`src/rtl/arb_requester.sv`:
```
// arb_requester: queues burst commands, requests the fixed-priority arbiter and
// streams one beat per granted cycle. Define ARB_REQUESTER_TIMEOUT_EN for the REQ watchdog.
module arb_requester #(
    parameter int unsigned LEN_W   = 4,
    parameter int unsigned DEPTH   = 4,
    parameter int unsigned TIMEOUT = 16
) (
    input  logic             clock,
    input  logic             reset,
    input  logic             cmd_valid,
    input  logic [LEN_W-1:0] cmd_len,
    output logic             cmd_ready,
    output logic             req,
    input  logic             gnt,
    output logic             beat_valid,
    output logic [LEN_W-1:0] beat_idx,
    output logic             beat_last,
    output logic             done,
    output logic             abort,
    output logic             timeout,
    output logic             busy
);

    localparam int unsigned PTR_W = $clog2(DEPTH);
    localparam int unsigned CNT_W = PTR_W + 1;
    localparam logic [CNT_W-1:0] FULL_CNT = CNT_W'(DEPTH);

    localparam logic [1:0] S_IDLE = 2'd0;
    localparam logic [1:0] S_REQ  = 2'd1;
    localparam logic [1:0] S_XFER = 2'd2;
    localparam logic [1:0] S_GAP  = 2'd3;

    logic [1:0]       state_q, state_d;
    logic [LEN_W-1:0] len_q, len_d;
    logic [LEN_W-1:0] beat_idx_q, beat_idx_d;
    logic             req_q, req_d;
    logic             done_q, done_d;
    logic             abort_q, abort_d;
    logic [LEN_W-1:0] mem_q [DEPTH];
    logic [LEN_W-1:0] mem_d [DEPTH];
    logic [PTR_W-1:0] wr_ptr_q, wr_ptr_d;
    logic [PTR_W-1:0] rd_ptr_q, rd_ptr_d;
    logic [CNT_W-1:0] count_q, count_d;
    logic             push, pop;

`ifdef ARB_REQUESTER_TIMEOUT_EN
    localparam int unsigned WAIT_W = $clog2(TIMEOUT + 1);
    localparam logic [WAIT_W-1:0] WAIT_MAX = WAIT_W'(TIMEOUT);
    logic [WAIT_W-1:0] wait_q, wait_d;
    logic              timeout_q, timeout_d;
`endif

    // Full is judged on the registered count, so a same-cycle pop never frees a slot early.
    assign cmd_ready = (count_q != FULL_CNT);
    assign push      = cmd_valid && cmd_ready;
    assign pop       = (state_q == S_IDLE) && (count_q != '0);

    always_comb begin
        state_d    = state_q;
        len_d      = len_q;
        beat_idx_d = beat_idx_q;
        done_d     = 1'b0;
        abort_d    = 1'b0;
        mem_d      = mem_q;
        wr_ptr_d   = wr_ptr_q;
        rd_ptr_d   = rd_ptr_q;
        count_d    = count_q;
`ifdef ARB_REQUESTER_TIMEOUT_EN
        wait_d     = wait_q;
        timeout_d  = 1'b0;
`endif

        if (push) begin
            mem_d[wr_ptr_q] = cmd_len;
            wr_ptr_d        = wr_ptr_q + 1'b1;
        end
        if (pop) begin
            rd_ptr_d = rd_ptr_q + 1'b1;
        end
        case ({push, pop})
            2'b10:   count_d = count_q + 1'b1;
            2'b01:   count_d = count_q - 1'b1;
            default: count_d = count_q;
        endcase

        case (state_q)
            S_IDLE: begin
                if (pop) begin
                    state_d    = S_REQ;
                    len_d      = mem_q[rd_ptr_q];
                    beat_idx_d = '0;
`ifdef ARB_REQUESTER_TIMEOUT_EN
                    wait_d     = '0;
`endif
                end
            end
            S_REQ: begin
                if (gnt) begin
                    state_d = S_XFER;
                end
`ifdef ARB_REQUESTER_TIMEOUT_EN
                else if (wait_q == WAIT_MAX) begin
                    state_d   = S_GAP;
                    timeout_d = 1'b1;
                end else begin
                    wait_d = wait_q + 1'b1;
                end
`endif
            end
            S_XFER: begin
                if (gnt) begin
                    if (beat_idx_q == len_q) begin
                        state_d = S_GAP;
                        done_d  = 1'b1;
                    end else begin
                        beat_idx_d = beat_idx_q + 1'b1;
                    end
                end else if (beat_idx_q != '0) begin
                    // Grant lost mid-burst; a low gnt on the first XFER cycle is just grant latency.
                    state_d = S_GAP;
                    abort_d = 1'b1;
                end
            end
            default: begin
                state_d = S_IDLE;
            end
        endcase

        req_d = (state_d == S_REQ) || (state_d == S_XFER);
    end

    always_ff @(posedge clock or posedge reset) begin
        if (reset) begin
            state_q    <= S_IDLE;
            len_q      <= '0;
            beat_idx_q <= '0;
            req_q      <= 1'b0;
            done_q     <= 1'b0;
            abort_q    <= 1'b0;
            mem_q      <= '{default: '0};
            wr_ptr_q   <= '0;
            rd_ptr_q   <= '0;
            count_q    <= '0;
`ifdef ARB_REQUESTER_TIMEOUT_EN
            wait_q     <= '0;
            timeout_q  <= 1'b0;
`endif
        end else begin
            state_q    <= state_d;
            len_q      <= len_d;
            beat_idx_q <= beat_idx_d;
            req_q      <= req_d;
            done_q     <= done_d;
            abort_q    <= abort_d;
            mem_q      <= mem_d;
            wr_ptr_q   <= wr_ptr_d;
            rd_ptr_q   <= rd_ptr_d;
            count_q    <= count_d;
`ifdef ARB_REQUESTER_TIMEOUT_EN
            wait_q     <= wait_d;
            timeout_q  <= timeout_d;
`endif
        end
    end

    assign req        = req_q;
    assign done       = done_q;
    assign abort      = abort_q;
    assign beat_idx   = beat_idx_q;
    assign beat_valid = (state_q == S_XFER) && gnt;
    assign beat_last  = beat_valid && (beat_idx_q == len_q);
    assign busy       = (state_q != S_IDLE) || (count_q != '0);

`ifdef ARB_REQUESTER_TIMEOUT_EN
    assign timeout = timeout_q;
`else
    // Without the watchdog TIMEOUT has no effect; the term folds to constant 0.
    assign timeout = 1'b0 && (TIMEOUT != 0);
`endif

endmodule

```
`config.mk`:
```
export PLATFORM = sky130hd
export DESIGN_NAME = arb_requester
export DESIGN_NICKNAME = d
export VERILOG_FILES = /design/src/rtl/arb_requester.sv
export SDC_FILE = /design/constraint.sdc
export NUM_CORES = 1
export LEC_CHECK = 0
export ABC_AREA = 1
export CAP_MARGIN = 20
export CORE_MARGIN = 8
export CORE_UTILIZATION = 35
export DETAILED_ROUTE_END_ITERATION = 12
export PLACE_DENSITY = 0.6
export SLEW_MARGIN = 20
export SYNTH_ARGS = -nofsm -noshare
export SYNTH_HDL_FRONTEND = slang
export SYNTH_SLANG_ARGS = --single-unit
```
`constraint.sdc`:
```
create_clock -name clock -period 5.5 [get_ports clock]
set_input_delay 1.375 -clock clock [delete_from_list [all_inputs] [get_ports clock]]
set_output_delay 1.375 -clock clock [all_outputs]
set_load 0.01 [all_outputs]
```
==> results of run 1 <==
placed cells by master, fill, tap and decap left out:
| master | instances |
|---|---|
| dfrtp_1 | 36 |
| inv_1 | 24 |
| ha_1 | 7 |
| nor2_4 | 3 |
| clkbuf_8 | 5 |
| clkdlybuf4s50_1 | 18 |
| o21ai_1 | 7 |
| nand3_4 | 1 |
| a21oi_1 | 3 |
| nand2_1 | 42 |
| xor2_1 | 3 |
| inv_2 | 6 |
| nor2_2 | 1 |
| nand2_2 | 10 |
| nand3b_1 | 1 |
| fa_1 | 1 |
| o21bai_1 | 1 |
| bufinv_16 | 1 |
| buf_4 | 1 |
| conb_1 | 1 |
| xnor2_1 | 2 |
| nand4_1 | 2 |
| o21ai_4 | 1 |
| o21ai_0 | 29 |
| nor2_1 | 19 |
| nand3_1 | 8 |
| clkinvlp_4 | 1 |
| nand3_2 | 2 |
| nand2_4 | 1 |
| clkinv_2 | 1 |
per-layer routing:
metal	track usage	part of all wire	vias to the layer above
met5	0	0	-
met4	0.0507	0.016	0
met3	0.0279	0.027	4
met2	0.162	0.47	15
met1	0.127	0.49	616
li1	-	-	721
path summary, 6_finish.rpt:
| check | start | end | slack, ns | cells past startpoint |
|---|---|---|---|---|
| worst max-delay path | gnt | beat_last | 1.32 | 6 |
| worst min-delay path | mem_q[11] | mem_q[11] | 0.49 | 2 |
| worst max register to register | state_q[1] | count_q[2] | 3.39 | 9 |
| worst min register to register | mem_q[11] | mem_q[11] | 0.49 | 2 |
| max in group asynchronous | reset | mem_q[10] | 3.69 | 3 |
| min in group asynchronous | reset | rd_ptr_q[1] | 1.48 | 3 |
worst max-delay path: stages:
cell,delay (ns)
clkdlybuf4s50_1,0.48
inv_1,0.10
nor2_2,0.15
nand3_2,0.11
inv_1,0.07
clkdlybuf4s50_1,0.53
sequential cells by signal (all words and copies together) (netlist names):
signal and flops:
abort 1, rd_ptr_q 2, len_q 4, req 1
count_q 3, state_q 2, beat_idx 4, mem_q 16
done 1, wr_ptr_q 2
report_power, final:
group          leakage (nW)  switching [mW]  internal, mW
clock network        0.0541          0.0989         0.134
registers             0.452          0.0959         0.381
logic                 0.561           0.314         0.217
logic make-up (layout without fill, tap and decap cells):
family	count (synthesis)	count (layout)	share of synthesized area
fa+ha+maj	8	8	0.0583
compound gates	41	41	0.119
other cells	1	1	0.00203
buf+inv	33	57	0.0699
xor+xnor	5	5	0.0237
flops	36	36	0.488
simple gates	90	90	0.239
cell type report:
cell class	count	area [um^2]	share of cell area
timing repair buffer	19	188	0.0847
clock inverter	3	42.5	0.0192
sequential	36	901	0.407
tap	70	87.6	0.0395
inverter	30	113	0.0508
clock buffer	5	68.8	0.0311
multi-input combinational	145	815	0.368
stage by stage:
step | total power, mW | worst slack [ns]
6_report | 1.24 | 1.32
2_1_floorplan | 0.876 | 2.28
3_5_place_dp | 1.02 | 1.30
5_1_grt | 1.37 | 1.22
4_1_cts | 1.26 | 1.30
3_3_place_gp | 1.01 | 1.34
==> impl_metrics.toml, run 1 <==
[sta]
layout_min_cycle_time_ns = 4.18
skew_ns = 0.00866
maxSlewViolCount = 0
final.setup.tns_ns = 0
rsz0062_at_grt = "no"
setup-violations-final = 0
hold_slack_ns = 0.488
finalHoldViolCount = 0
fin_crit_sh = 0.761
fmax_ghz = 0.239

[placed_design]
portBuffers = 18
place.gp.congestion = 0.773
dp_cells = 300
post_dp_cell_area_um2 = 2100
dp_hpwl_um = 2550

[cells_and_area]
finalInstanceArea_um2 = 2210
final_util = 0.434
fillers = 520
drive_above_1_share = 0.143
nNetsFinal = 253
antenna_cells = 0
synthToLayoutAreaGrowth_pct = 20.1
fin_cells = 308

[synth]
synth_ff_type = "dfrtp_1"
syn-cell-area_um2 = 1840
yosysTopAreaCell = "dfrtp_1"
synthArstFlopShare = 1.00
yosys-top-cells-area = "dfrtp_1, nand2_1, o21ai_0"
synth_top_area_frac = 0.488
synth_edf_count = 0
ys_seq_area_frac = 0.488
syn_nets = 230
ys_types = 27
synth_top_cells_by_count = "nand2_1, dfrtp_1, o21ai_0"
syn_inst = 214
ys_warn_count = 0
synth_area_per_cell_um2 = 8.62
ys_ff_latch = 36
yosysMostFrequentCell = "nand2_1"

[drt]
drc_errors = 0
drt_pass1_iterations = 4
drtIter0Drc = 78
wl_per_cell_um = 11.3
vias_per_cell = 4.40
drt_wl_total_um = 3480
vias = 1356
ant_nets = 0

[power_and_ir_drop]
peakVddDrop_mv = 0.238
powerDensity_nw_per_um2 = 561
p_leak_nw = 1.07

[worst_setup_path]
cp-start-kind = "primary input"
crit_arrival_ns = 2.81
required_ns = 4.12
cp-end-kind = "primary output"
critPathMaxFanout = 4
worst-setup-path-type = "primary input to primary output"

[clock_tree]
postCtsHoldBufs = 0
clock_latency_ns = 0.29
cts_tree = "yes"
cts_max_level = 2
cts_inserted_buffers = 5
cts.sink_count = 36
cts_resized = 0
cts_root_buf = "clkbuf_8"
cts.reportedPaths.clkPinSlew_ns = 0.08
cts_setup_buffers = 0
cts_buffer_depth = 2

[grt]
antenna_found_initial = 0
grt_pass1_vias = 1369
track_usage = 0.103
grt_max_degree = 37
overflow = 0
grt_pass1_wl_um = 6270

[floorplan]
die_h_um = 88.6
num_rows = 26
boundaryPins = 20
dieArea_um2 = 7850
core_area_um2 = 5110
die_x_um = 88.6
initial_core_util = 0.361

[worst_hold_path]
hold_class = "flop to flop"

[flow_run]
maxCapViolations = 0

[outcome]
outcome = "finished clean"
Power figures use the tool's default switching activity.
==> run 2, diff against run 1 <==
- clock period: 5.5 -> 3.9 ns (I/O delays scaled with it)
==> impl_metrics.toml, run 2 (synthesized netlist as in run 1, its figures left out) <==
[flow_run]
maxCapViolations = 0

[grt]
grt_max_degree = 37
grtUsageMet2 = 0.159
use_met3 = 0.0186
overflow = 0
antenna_found_initial = 0
top_usage_layer = "met2"
grt_pass1_wl_um = 6220
grt_pass1_vias = 1372
use_met1 = 0.124
track_usage = 0.102

[outcome]
outcome = "finished clean"

[cells_and_area]
drive_above_1_share = 0.143
final_cell_mix = "nand2_1, dfrtp_1, o21ai_0"
synthToLayoutAreaGrowth_pct = 20.1
largest_reg_flops = 16
nNetsFinal = 253
top_register = "mem_q"
layout_commonest_cell = "nand2_1"
finalInstanceArea_um2 = 2210
antenna_cells = 0

[drt]
vias_per_cell = 4.52
drt_pass1_iterations = 4
drtIter0Drc = 76
ant_nets = 0
drc_errors = 0
wl_per_cell_um = 10.9
vias = 1391
drt_wl_total_um = 3370

[placed_design]
post_dp_cell_area_um2 = 2100
portBuffers = 18
dp_hpwl_um = 2480
place.gp.congestion = 0.770

[floorplan]
core_area_um2 = 5110
num_rows = 26
boundaryPins = 20
die_x_um = 88.6
dieArea_um2 = 7850
initial_core_util = 0.361
die_h_um = 88.6

[clock_tree]
cts.sink_count = 36
cts.reportedPaths.clkPinSlew_ns = 0.07
postCtsHoldBufs = 0
clock_latency_ns = 0.29
cts_buffer_depth = 2
cts_tree = "yes"
cts_root_buf = "clkbuf_8"
cts_max_level = 2
cts_inserted_buffers = 5
cts_setup_buffers = 0
cts_resized = 0

[sta]
final.setup.tns_ns = 0
rsz0062_at_grt = "no"
fin_crit_sh = 0.871
maxSlewViolCount = 0
layout_min_cycle_time_ns = 3.40
finalHoldViolCount = 0
fmax_ghz = 0.294
skew_ns = 0.00576
setup-violations-final = 0

[worst_setup_path]
cp-end-kind = "primary output"
crit_arrival_ns = 2.42
critPathMaxFanout = 4
cp-start-kind = "primary input"
r2r_slack_ns = 1.81
required_ns = 2.92
worst-setup-path-type = "primary input to primary output"

[power_and_ir_drop]
peakVddDrop_mv = 0.451
powerDensity_nw_per_um2 = 787
p_leak_nw = 1.07

[worst_hold_path]
hold_class = "flop to flop"
==> run 2: cell counts in the layout (fill, tap and decap cells not counted) <==
No cell type changed its count.
==> run 2: worst paths after layout <==
path / to / start / cells past startpoint
worst max-delay path: beat_last / gnt / 6
worst min-delay path: mem_q[8] / mem_q[8] / 2
worst max register to register: count_q[2] / state_q[1] / 9
worst min register to register: mem_q[8] / mem_q[8] / 2
max in group asynchronous: abort / reset / 3
min in group asynchronous: rd_ptr_q[1] / reset / 3
==> run 2: cell type report <==
cell class                      count  area (um^2)
Sequential cell                    36          901
Inverter                           30          113
Timing Repair Buffer               19          188
Clock buffer                        5         68.8
Fill cell                         525         2890
Clock inverter                      3         42.5
Multi-Input combinational cell    145          815
Tap cell                           70         87.6
==> run 2: worst max-delay path, stage by stage <==
cell and delay [ns]:
clkdlybuf4s50_1 0.49, inv_1 0.10, nor2_2 0.15, nand3_2 0.12
inv_1 0.07, clkdlybuf4s50_1 0.53
==> run 2: power breakdown <==
part	internal (mW)	leakage, nW	switching, mW
Combinational	0.307	0.561	0.440
Sequential	0.537	0.452	0.132
Clock	0.189	0.0541	0.137
==> run 2: metal layers <==
metal,vias to the layer above,wire [um]
met5,-,0
met4,0,91
met3,6,86
met2,12,1550
met1,652,1640
li1,721,-
==> run 2: per-stage QoR <==
| step | total power, mW | worst slack (ns) | std cells | hold WS (ns) | util |
|---|---|---|---|---|---|
| global route | 1.92 | 0.442 | 308 | 0.510 | 0.434 |
| detailed placement | 1.44 | 0.476 | 300 | 0.469 | 0.412 |
| global placement | 1.43 | 0.536 | 300 | 0.463 | 0.412 |
| CTS | 1.77 | 0.480 | 308 | 0.489 | 0.434 |
| finish | 1.74 | 0.502 | 308 | 0.486 | 0.434 |
| floorplan | 1.24 | 1.48 | 214 | 0.448 | - |
==> run 3, diff against run 2 <==
- CORE_UTILIZATION: 35 -> 50
- PLACE_DENSITY: 0.6 -> 0.78
- SLEW_MARGIN: 20 -> default
- TNS_END_PERCENT: default -> 100
==> impl_metrics.toml, run 3 (synthesized netlist as in run 1, its figures left out) <==
[cells_and_area]
drive_above_1_share = 0.139
top_register = "mem_q"
layout_commonest_cell = "nand2_1"
finalInstanceArea_um2 = 2180
fin_cells = 286
final_cell_mix = "nand2_1, dfrtp_1, o21ai_0"
nNetsFinal = 253
final_util = 0.605
fillers = 318
largest_reg_flops = 16
synthToLayoutAreaGrowth_pct = 18.4
antenna_cells = 0

[power_and_ir_drop]
p_leak_nw = 1.07
seqPwrFrac = 0.382
p_total_mw = 1.76
p_sw_mw = 0.723
comb_power_share = 0.436
swShare = 0.412
peakVddDrop_mv = 0.424
powerDensity_nw_per_um2 = 804
intPower_mw = 1.03
clkPwrFrac = 0.182

[clock_tree]
cts_resized = 0
cts_tree = "yes"
clock_latency_ns = 0.28
cts_inserted_buffers = 5
postCtsHoldBufs = 0
cts.sink_count = 36
cts_setup_buffers = 0
cts_max_level = 2
cts_root_buf = "clkbuf_8"
cts.reportedPaths.clkPinSlew_ns = 0.07
cts_buffer_depth = 2

[worst_setup_path]
r2r-end = "count_q[2]"
worstSetupEndpoint = "beat_last"
path_cells = "clkdlybuf4s50_1, inv_1, nor2_2, nand3_2, inv_1, clkdlybuf4s50_1"
worstRegToRegCells = 9
cp-end-kind = "primary output"
critPathSlowestCell = "clkdlybuf4s50_1"
r2r_start = "state_q[1]"
worst-setup-path-type = "primary input to primary output"
max_stage_delay_ns = 0.52
crit_start = "gnt"
cp-start-kind = "primary input"
critPathMaxFanout = 4
required_ns = 2.92
crit_arrival_ns = 2.40
r2r_slack_ns = 1.79

[placed_design]
post_dp_cell_area_um2 = 2080
portBuffers = 18
dp_hpwl_um = 2540
dp_cells = 278
post-place-ws_ns = 0.506
place.gp.congestion = 0.807

[sta]
fin_crit_sh = 0.864
setup-violations-final = 0
fmax_ghz = 0.297
fin_ws_ns = 0.529
layout_min_cycle_time_ns = 3.37
finalHoldViolCount = 0
skew_ns = 0.00685
maxSlewViolCount = 0
hold_slack_ns = 0.491
final.setup.tns_ns = 0
rsz0062_at_grt = "no"

[drt]
wl_per_cell_um = 12.2
ant_nets = 0
met2WireLength_um = 1680
wl_met1_um = 1600
drt_pass1_iterations = 4
dr.max_layer_used = "met4"
vias_per_cell = 4.98
drc_errors = 0
drt_wl_total_um = 3490
wl_met3_um = 150
drtIter0Drc = 116
vias = 1425

[grt]
grt_pass1_wl_um = 6220
antenna_found_initial = 0
grt_pass1_vias = 1408
grt_max_degree = 37
overflow = 0
track_usage = 0.127

[floorplan]
die_x_um = 76.7
boundaryPins = 20
dieArea_um2 = 5890
die_h_um = 76.7
core_area_um2 = 3610
num_rows = 22
initial_core_util = 0.511

[worst_hold_path]
hold_class = "flop to flop"

[outcome]
outcome = "finished clean"

[flow_run]
maxCapViolations = 0
## run 3: changes by cell type in the layout (fill, tap and decap cells not counted), sizes merged
| cell | previous run | this run |
|---|---|---|
| clkinvlp | 1 | 0 |
| clkbuf | 5 | 6 |
## run 3: area by class of cell
| type | count | area, um^2 | area share |
|---|---|---|---|
| Sequential cell | 36 | 901 | 0.413 |
| Multi-Input combinational cell | 145 | 815 | 0.373 |
| Timing Repair Buffer | 19 | 188 | 0.0860 |
| Inverter | 30 | 113 | 0.0516 |
| Clock buffer | 6 | 72.6 | 0.0332 |
| Tap cell | 48 | 60.1 | 0.0275 |
| Clock inverter | 2 | 35.0 | 0.0160 |
## run 3: routing by layer
metal / GRT usage / vias to the layer above
li1: - / 722
met5: 0 / -
met4: 0.0423 / 0
met1: 0.142 / 666
met3: 0.0338 / 5
met2: 0.226 / 32
## run 3: worst min path at each step
stage	startpoint	end	cells past startpoint	slack, ns
floorplan	mem_q[11]	mem_q[11]	2	0.45
detailed placement	mem_q[10]	mem_q[10]	2	0.47
global route	mem_q[4]	mem_q[4]	2	0.52
global placement	mem_q[5]	mem_q[5]	2	0.46
finish	mem_q[6]	mem_q[6]	2	0.49
CTS	mem_q[9]	mem_q[9]	2	0.49
## run 3: power groups by stage
| stage | clock network (mW) | logic [mW] | registers (mW) |
|---|---|---|---|
| floorplan | 0 | 0.599 | 0.636 |
| global placement | 0 | 0.738 | 0.671 |
| detailed placement | 0 | 0.766 | 0.678 |
| CTS | 0.323 | 0.772 | 0.672 |
| global route | 0.334 | 0.889 | 0.693 |
| finish | 0.320 | 0.765 | 0.671 |
## run 3: worst max-delay path: cells and delay by family
family	cells	cell delay [ns]
buffers and inverters	4	1.15
and+or+nand+nor	2	0.26
